## src/rtl/l2_acc_pkg.sv

```systemverilog
// -----------------------------------------------------------------------------
// l2_acc_pkg
// Shared definitions for the sum-of-squares accumulator scheduler:
//   - default widths and frame/latency parameters
//   - scheduler state encoding
//   - counter width helper and the derived default counter widths
// -----------------------------------------------------------------------------
package l2_acc_pkg;

    localparam int DW_DEF      = 8;   // element width
    localparam int FW_DEF      = 20;  // accumulator / result width
    localparam int LEN_DEF     = 4;   // elements per frame
    localparam int ACC_LAT_DEF = 2;   // accumulator latency in cycles

    // Bits needed to hold any value in 0..max_val (never less than 1).
    function automatic int cnt_width(input int max_val);
        return (max_val < 2) ? 1 : $clog2(max_val + 1);
    endfunction

    // Element counter spans 0..LEN, drain counter spans 0..ACC_LAT+1.
    localparam int CNT_W = cnt_width(LEN_DEF);
    localparam int DRN_W = cnt_width(ACC_LAT_DEF + 1);

    typedef enum logic [2:0] {
        IDLE,
        CLEAR,
        STREAM,
        DRAIN,
        RESULT
    } state_e;

endpackage

```

## src/rtl/rr_arb2.sv

```systemverilog
// -----------------------------------------------------------------------------
// rr_arb2
// Two-input round-robin arbiter, purely combinational. The "last granted"
// pointer is owned by the parent so it only advances when a frame completes.
//
// Ports:
//   req         in  2  request lines
//   last        in  1  index of the requester served most recently
//   grant       out 1  index of the winning requester
//   grant_valid out 1  at least one request is present
// -----------------------------------------------------------------------------
module rr_arb2 (
    input  logic [1:0] req,
    input  logic       last,
    output logic       grant,
    output logic       grant_valid
);

    always_comb begin
        grant_valid = |req;
        // With a single requester it wins outright; with two, the one that
        // was not served last time wins.
        if (&req) begin
            grant = ~last;
        end else begin
            grant = req[1];
        end
    end

endmodule

```

## src/rtl/l2_acc_sched.sv

```systemverilog
// -----------------------------------------------------------------------------
// l2_acc_sched
// Shares one sum-of-squares accumulator between two requesters. Each frame of
// LEN elements is granted round-robin, then the accumulator is sequenced:
// clear, stream the elements, drain the pipeline, capture the result.
//
// Ports:
//   clk           in  1       rising-edge clock
//   reset         in  1       asynchronous active-low reset
//   req_valid     in  2       per-requester element valid
//   req_data      in  2xDW    per-requester element
//   req_ready     out 2       per-requester element accept
//   acc_clr       out 1       one-cycle accumulator clear
//   acc_a         out DW      element to accumulator (registered)
//   acc_valid_in  out 1       element valid to accumulator (registered)
//   acc_f         in  FW      accumulator running sum
//   acc_overflow  in  1       accumulator overflow indication
//   res_valid     out 1       result valid
//   res_ready     in  1       result accept
//   res_data      out FW      frame sum of squares (saturated on overflow)
//   res_id        out 1       requester that owned the frame
//   res_ovf       out 1       frame overflowed
//   busy          out 1       high in any state except IDLE
// -----------------------------------------------------------------------------
module l2_acc_sched
    import l2_acc_pkg::*;
#(
    parameter int DW      = DW_DEF,
    parameter int FW      = FW_DEF,
    parameter int LEN     = LEN_DEF,
    parameter int ACC_LAT = ACC_LAT_DEF
) (
    input  logic                 clk,
    input  logic                 reset,
    input  logic [1:0]           req_valid,
    input  logic [1:0][DW-1:0]   req_data,
    output logic [1:0]           req_ready,
    output logic                 acc_clr,
    output logic [DW-1:0]        acc_a,
    output logic                 acc_valid_in,
    input  logic [FW-1:0]        acc_f,
    input  logic                 acc_overflow,
    output logic                 res_valid,
    input  logic                 res_ready,
    output logic [FW-1:0]        res_data,
    output logic                 res_id,
    output logic                 res_ovf,
    output logic                 busy
);

    localparam int CW  = cnt_width(LEN);
    localparam int DRW = cnt_width(ACC_LAT + 1);

    state_e          state_q,     state_d;
    logic            grant_q,     grant_d;
    logic            last_q,      last_d;
    logic [CW-1:0]   cnt_q,       cnt_d;
    logic [DRW-1:0]  drn_q,       drn_d;
    logic            sticky_q,    sticky_d;
    logic [DW-1:0]   acc_a_q,     acc_a_d;
    logic            acc_vin_q,   acc_vin_d;
    logic            res_valid_q, res_valid_d;
    logic [FW-1:0]   res_data_q,  res_data_d;
    logic            res_id_q,    res_id_d;
    logic            res_ovf_q,   res_ovf_d;

    logic            arb_grant;
    logic            arb_valid;
    logic            ovf_now;

    rr_arb2 u_arb (
        .req         (req_valid),
        .last        (last_q),
        .grant       (arb_grant),
        .grant_valid (arb_valid)
    );

    // Overflow seen so far in this frame, including the current cycle.
    assign ovf_now = sticky_q | acc_overflow;

    always_comb begin
        // NOTE: every variable written here gets a default first, so no path
        // leaves one unassigned and no latch is inferred.
        state_d     = state_q;
        grant_d     = grant_q;
        last_d      = last_q;
        cnt_d       = cnt_q;
        drn_d       = drn_q;
        sticky_d    = sticky_q;
        acc_a_d     = acc_a_q;
        acc_vin_d   = 1'b0;
        res_valid_d = res_valid_q;
        res_data_d  = res_data_q;
        res_id_d    = res_id_q;
        res_ovf_d   = res_ovf_q;
        req_ready   = '0;
        acc_clr     = 1'b0;

        unique case (state_q)
            IDLE: begin
                if (arb_valid) begin
                    grant_d = arb_grant;
                    state_d = CLEAR;
                end
            end

            CLEAR: begin
                acc_clr  = 1'b1;
                cnt_d    = '0;
                drn_d    = '0;
                sticky_d = 1'b0;
                state_d  = STREAM;
            end

            STREAM: begin
                req_ready[grant_q] = 1'b1;
                sticky_d           = ovf_now;
                if (req_valid[grant_q]) begin
                    acc_a_d   = req_data[grant_q];
                    acc_vin_d = 1'b1;
                    cnt_d     = cnt_q + CW'(1);
                    if (cnt_q == CW'(LEN - 1)) begin
                        drn_d   = '0;
                        state_d = DRAIN;
                    end
                end
            end

            // Covers the issue register plus the accumulator latency; on the
            // final cycle acc_f already includes the last element.
            DRAIN: begin
                sticky_d = ovf_now;
                if (drn_q == DRW'(ACC_LAT)) begin
                    res_valid_d = 1'b1;
                    res_data_d  = ovf_now ? '1 : acc_f;
                    res_ovf_d   = ovf_now;
                    res_id_d    = grant_q;
                    state_d     = RESULT;
                end else begin
                    drn_d = drn_q + DRW'(1);
                end
            end

            RESULT: begin
                if (res_ready) begin
                    res_valid_d = 1'b0;
                    last_d      = grant_q;
                    state_d     = IDLE;
                end
            end

            default: state_d = IDLE;
        endcase
    end

    // NOTE: state registers use non-blocking assignments so every flop samples
    // the pre-edge values regardless of process ordering.
    always_ff @(posedge clk or negedge reset) begin
        if (!reset) begin
            state_q     <= IDLE;
            grant_q     <= 1'b0;
            last_q      <= 1'b1;  // requester 0 wins the first contested grant
            cnt_q       <= '0;
            drn_q       <= '0;
            sticky_q    <= 1'b0;
            acc_a_q     <= '0;
            acc_vin_q   <= 1'b0;
            res_valid_q <= 1'b0;
            res_data_q  <= '0;
            res_id_q    <= 1'b0;
            res_ovf_q   <= 1'b0;
        end else begin
            state_q     <= state_d;
            grant_q     <= grant_d;
            last_q      <= last_d;
            cnt_q       <= cnt_d;
            drn_q       <= drn_d;
            sticky_q    <= sticky_d;
            acc_a_q     <= acc_a_d;
            acc_vin_q   <= acc_vin_d;
            res_valid_q <= res_valid_d;
            res_data_q  <= res_data_d;
            res_id_q    <= res_id_d;
            res_ovf_q   <= res_ovf_d;
        end
    end

    assign acc_a        = acc_a_q;
    assign acc_valid_in = acc_vin_q;
    assign res_valid    = res_valid_q;
    assign res_data     = res_data_q;
    assign res_id       = res_id_q;
    assign res_ovf      = res_ovf_q;
    assign busy         = (state_q != IDLE);

endmodule

```

## config.mk

```make
export PLATFORM = sky130hd
export DESIGN_NAME = l2_acc_sched
export DESIGN_NICKNAME = d
export VERILOG_FILES = /design/src/rtl/l2_acc_pkg.sv /design/src/rtl/rr_arb2.sv /design/src/rtl/l2_acc_sched.sv
export SDC_FILE = /design/constraint.sdc
export NUM_CORES = 1
export LEC_CHECK = 0
export CORE_MARGIN = 2
export CORE_UTILIZATION = 38
export CTS_CLUSTER_DIAMETER = 80
export DETAILED_ROUTE_END_ITERATION = 8
export GPL_ROUTABILITY_DRIVEN = 0
export PLACE_DENSITY = 0.76
export SLEW_MARGIN = 20
export SYNTH_ARGS = -nofsm -noshare
export SYNTH_HDL_FRONTEND = slang
export SYNTH_HIERARCHICAL = 1
export SYNTH_SLANG_ARGS = --single-unit
```

## constraint.sdc

```tcl
create_clock -name clk -period 1.5 [get_ports clk]
set_input_delay 0.3 -clock clk [delete_from_list [all_inputs] [get_ports clk]]
set_output_delay 0.3 -clock clk [all_outputs]
set_load 0.02 [all_outputs]
```

# After elaboration in Yosys (flattened, before gate mapping)
# Index checks and enable logic that the tools add are counted.
[totals] regBits=43 inputBits=42 out_inout_bits=36 word_cells=76
[classes] n_addsub=2 n_lt_le_gt_ge=2 n_eq_ne=12 mux=28 n_bitwise=2 n_reduce_logical=18
[op_table] op="two-way mux 20 bit" count=1
[op_table] op="two-way mux 3 bit" count=6
[op_table] op="two-way mux 8 bit" count=2
[op_table] op="case mux 3 bit (5 select lines)" count=1
[op_table] op="!= test 2 bit, second input constant" count=6
[op_table] op="AND reduction 2 bit" count=6
[op_table] op="== test 3 x 2 -> 1 bit, second input constant" count=3
[op_table] op="two-way mux 1 bit" count=9
[op_table] op="two-way mux 2 bit" count=4
[op_table] op="case mux 2 bit (3 select lines)" count=1
[op_table] op="case mux 3 bit (2 select lines)" count=1
[op_table] op="nonzero test 2 bit" count=3
[op_table] op="nonzero test 3 bit" count=2
[op_table] op="AND reduction 5 bit" count=1
[op_table] op="case mux 1 bit (2 select lines)" count=2
[op_table] op="AND reduction 4 bit" count=1
[op_table] op="OR reduction 2 bit" count=2
[op_table] op="adder 3 x 1 -> 3 bit, second input constant" count=1
[op_table] op="== test 3 x 1 -> 1 bit, second input constant" count=1
[op_table] op="== test 3 bit, second input constant" count=1
[op_table] op="logical NOT 3 bit" count=1
[op_table] op="AND reduction 3 bit" count=1
[op_table] op="adder 2 x 1 -> 2 bit, second input constant" count=1
[op_table] op="== test 2 bit, second input constant" count=1
[op_table] op="6 further kinds" count=6

# Longest topological paths before layout
[logic_depth] word_depth=5 mapped_depth=7 mapped_depth_nobuf=5

# Cells and area by module
# Netlist, hierarchy kept.
[modules_own_cells] module="l2_acc_sched" instances=1 cells_each=163 area_each_um2=1880.6
[modules_own_cells] module="rr_arb2" instances=1 cells_each=2 area_each_um2=13.8

# Worst setup path before layout
# OpenSTA, ideal clock, no wires.
[synth_timing] path_kind="register to output" from="register state_q[0]" to="output port req_ready[0]" arrival_ns=1.263 required_time_ns=1.200 path_slack_ns=-0.063 path_stages_with_launch=4 path_cell_list="dfrtp_1 > or3b_4 > buf_2 > nor2_1"
[synth_between] elab_chain_len=2
[synth_rtl] item="start: declaration" line="l2_acc_sched.sv:54" text="state_e state_q, state_d;"
[synth_rtl] item="start signal: assignment" line="l2_acc_sched.sv:173" text="state_q <= state_d;"
[synth_rtl] item="== test 3 x 2 -> 1 bit" line="l2_acc_sched.sv:99" text="unique case (state_q)"
[synth_rtl] item="two-way mux 2 bit" line="l2_acc_sched.sv:99"
[synth_rtl] item="end: declaration" line="l2_acc_sched.sv:37" text="output logic [1:0] req_ready,"
# Every way passes these cells.

# Worst setup path after layout
[layout_timing] from="register state_q[0]" to="output port req_ready[1]"
# Same word-level chain as after synthesis.

==> results.py <==
metrics = {
    "critical_path": {
        "arrival_ns": 1.37,
        "reg2reg_slack_ns": -0.17,
        "cp-startpoint": "state_q[0]",
        "endpoint": "req_ready[1]",
        "path_class": "reg -> out",
        "crit_required_ns": 1.20,
        "r2r-start": "state_q[0]",
        "r2r_end": "cnt_q[1]",
        "start_kind": "flip-flop",
        "critPathMaxFanout": 4,
        "rr_worst_depth": 5,
        "cp-end-kind": "primary output",
    },
    "detailed_routing": {
        "vias_per_cell": 5.12,
        "num_vias": 1724,
        "routedWlPerCell_um": 14.4,
        "drc": 0,
        "wl_mm": 4.85,
        "drtPass1Iterations": 4,
        "ant_nets": 0,
        "drtIter0Drc": 45,
    },
    "synth": {
        "synth.most_common_cell": "dfrtp_1",
        "synth_area_sq_mm": 0.00189,
        "synth_commonest_cells": "dfrtp_1, o22a_1, nand2_1",
        "postSynth.asyncResetShare_pct": 100,
        "ys_types": 38,
        "synth-main-ff-cell": "dfrtp_1",
        "ys.warnings.count": 6,
        "ys_ff_latch": 43,
        "avgSynthCellArea_sq_um": 11.5,
        "synth.largest_area_cell": "dfrtp_1",
        "synth_area_leaders": "dfrtp_1, o22a_1, mux2i_1",
        "ys_seq_area_share_pct": 56.9,
        "syn_inst": 165,
        "synth_edf_count": 0,
        "syn_nets": 210,
        "yosys.area.top_type_share_pct": 55.5,
    },
    "sta": {
        "fin_worst_skew_ns": 0.00939,
        "setup_slack_ns": -0.170,
        "setup_viol": 26,
        "post-route-period-util_pct": 111,
        "final_max_slew_viol_count": 0,
        "min_period_ns": 1.67,
        "rsz0062_at_grt": "true",
        "worst_pin_slew_ns": 0.469,
        "max-slew-margin-rel_pct": 68.8,
        "fin_tns_setup_ns": -2.07,
        "clock.fmax_mhz": 599,
        "timing.hold.ws_ns": 0.486,
        "hold_violations": 0,
    },
    "cells_and_area": {
        "fin_cells": 337,
        "fillers": 407,
        "num_antenna_cells": 0,
        "area_delta_synth_final_pct": 66.0,
        "drive_gt1_share_pct": 25.9,
        "fin_nets": 314,
    },
    "min_path": {
        "hold_class": "in -> async",
    },
    "run": {
        "drv_cap": 0,
    },
    "cts": {
        "cts.htree.levels": 2,
        "cts_buffers": 5,
        "cts-root-buf": "clkbuf_8",
        "clk_pin_slew_ns": 0.09,
        "cts_buffer_depth": 2,
        "clock-sinks": 43,
        "tritoncts": "built",
        "clkLatencyLatePin_ns": 0.30,
    },
    "global_routing": {
        "grt_pass1_wl_mm": 7.83,
        "grt-ovfl-total": 0,
        "grt_usage_pct": 18.5,
        "antenna_found_initial": 0,
        "grt_pass1_vias": 1682,
        "grt_max_degree": 26,
    },
    "floorplanning": {
        "die_h_um": 74.6,
        "start_util_pct": 39.8,
        "io_pins": 78,
        "die_area_sq_mm": 0.00557,
        "rows": 25,
        "core_area_sq_mm": 0.00475,
        "dieWidth_um": 74.6,
    },
    "placement": {
        "dp.cells": 318,
        "portBuffers": 77,
        "dp_hpwl_mm": 3.29,
    },
    "power": {
        "switching_share_pct": 39.1,
        "power.density_mw_per_mm2": 1840,
        "p_comb_share_pct": 54.5,
        "internal_power_mw": 3.52,
        "ir_worst_vdd_uv": 1060,
        "pwr-share-seq_pct": 32.1,
        "clkPwrFrac_pct": 13.4,
        "p_leak_nw": 1.34,
        "switchingPower_mw": 2.26,
    },
    "outcome": {
        "status": "complete, but fails checks",
        "violations": "setup timing",
    },
}
-- placed cells by master (no fill, tap or decap), types with 2 or more instances in the layout --
master and count:
dfrtp_1 41, clkdlybuf4s50_1 40, dlygate4sd2_1 32, buf_4 23
o22a_1 20, nand2_1 9, inv_1 8, o21ai_2 8
mux2i_1 8, o21ai_0 6, clkbuf_8 6, buf_6 6
o211ai_1 5, nor2_1 4, a21oi_1 3, o21ai_1 3
nand3_1 3, mux2_2 3, nor2_4 2, or2_4 2
nor3_1 2, or3_1 2, o221ai_2 2, ha_1 2
clkbuf_16 2, buf_2 2, buf_12 2
-- kinds of logic (layout without fill, tap and decap cells) --
kind of cell    count (synthesis)  after routing  synth area share (%)
buf+inv                        20            124                  4.89
compound gates                 55             55                  20.8
flops                          43             43                  56.9
mux                            12             12                  6.74
fa+ha+maj                       3              3                  1.98
simple gates                   32             33                  8.72
-- how the worst min path moves through the flow --
| stage | start | end | slack, ns | cells past startpoint |
|---|---|---|---|---|
| 2_1_floorplan | reset | acc_a[0] | 0.004 | 0 |
| 3_3_place_gp | reset | sticky_q | 0.27 | 1 |
| 3_5_place_dp | reset | sticky_q | 0.27 | 1 |
| 4_1_cts | reset | acc_a[1] | 0.49 | 2 |
| 5_1_grt | reset | acc_a[1] | 0.51 | 2 |
| 6_report | reset | acc_a[1] | 0.49 | 2 |
-- power by group through the flow --
stage | logic (mW) | clock network [mW] | registers [mW]
4_1_cts | 2.95 | 0.802 | 1.87
5_1_grt | 3.42 | 0.850 | 1.92
3_5_place_dp | 2.96 | 0 | 1.89
6_report | 3.15 | 0.775 | 1.85
3_3_place_gp | 2.91 | 0 | 1.87
2_1_floorplan | 1.22 | 0 | 2.28
-- stage by stage --
stage                     util [%]  setup WS, ns  power, mW  instance area [sq um]
after floorplan                  -       -0.0629       3.50                   1910
after global placement        60.3        -0.314       4.78                   2870
after detailed placement      60.3        -0.328       4.85                   2870
after CTS                     63.4        -0.177       5.62                   3010
after global routing          66.1        -0.218       6.19                   3140
final                         66.1        -0.170       5.77                   3140
-- per-layer routing --
metal | vias up | global-route usage (%) | routed length (um)
met2 | 56 | 29.6 | 2370
met4 | 0 | 5.56 | 54
met5 | - | 0 | 0
met3 | 6 | 4.88 | 273
li1 | 816 | - | -
met1 | 846 | 24.9 | 2150
-- sequential cells by signal, summed over array words and instances (netlist names) --
register,cells
res_data,20
acc_a,8
cnt_q,3
state_q,3
drn_q,2
acc_valid_in,1
grant_q,1
last_q,1
res_id,1
res_ovf,1
res_valid,1
sticky_q,1
-- cell type report --
cell class | instances | area (sq um) | share of cell area [%]
clock buffers | 6 | 82.6 | 2.63
clock inverters | 2 | 16.3 | 0.517
inverters | 8 | 30.0 | 0.955
multi-input cells | 103 | 822 | 26.1
flip-flops and latches | 43 | 1080 | 34.3
well taps | 67 | 83.8 | 2.67
repair buffers | 108 | 1030 | 32.8
-- what timing repair did --
item | in CTS | in global routing
pin swaps | 6 | 25
cloned | 1 | 3
resized for setup | 68 | 11
buffers inserted | 3 | 3
endpoints found under the setup margin | 46 | 37
hold endpoints to repair | 17 | 0
hold buffers | 1 | 0
-- worst max-delay path, cell delays in order (launching register included) --
cell     delay (ns)
dfrtp_1        0.39
or3b_4         0.45
nor2_4         0.11
buf_6          0.12
Note: power is estimated with default switching activity, not from simulation.
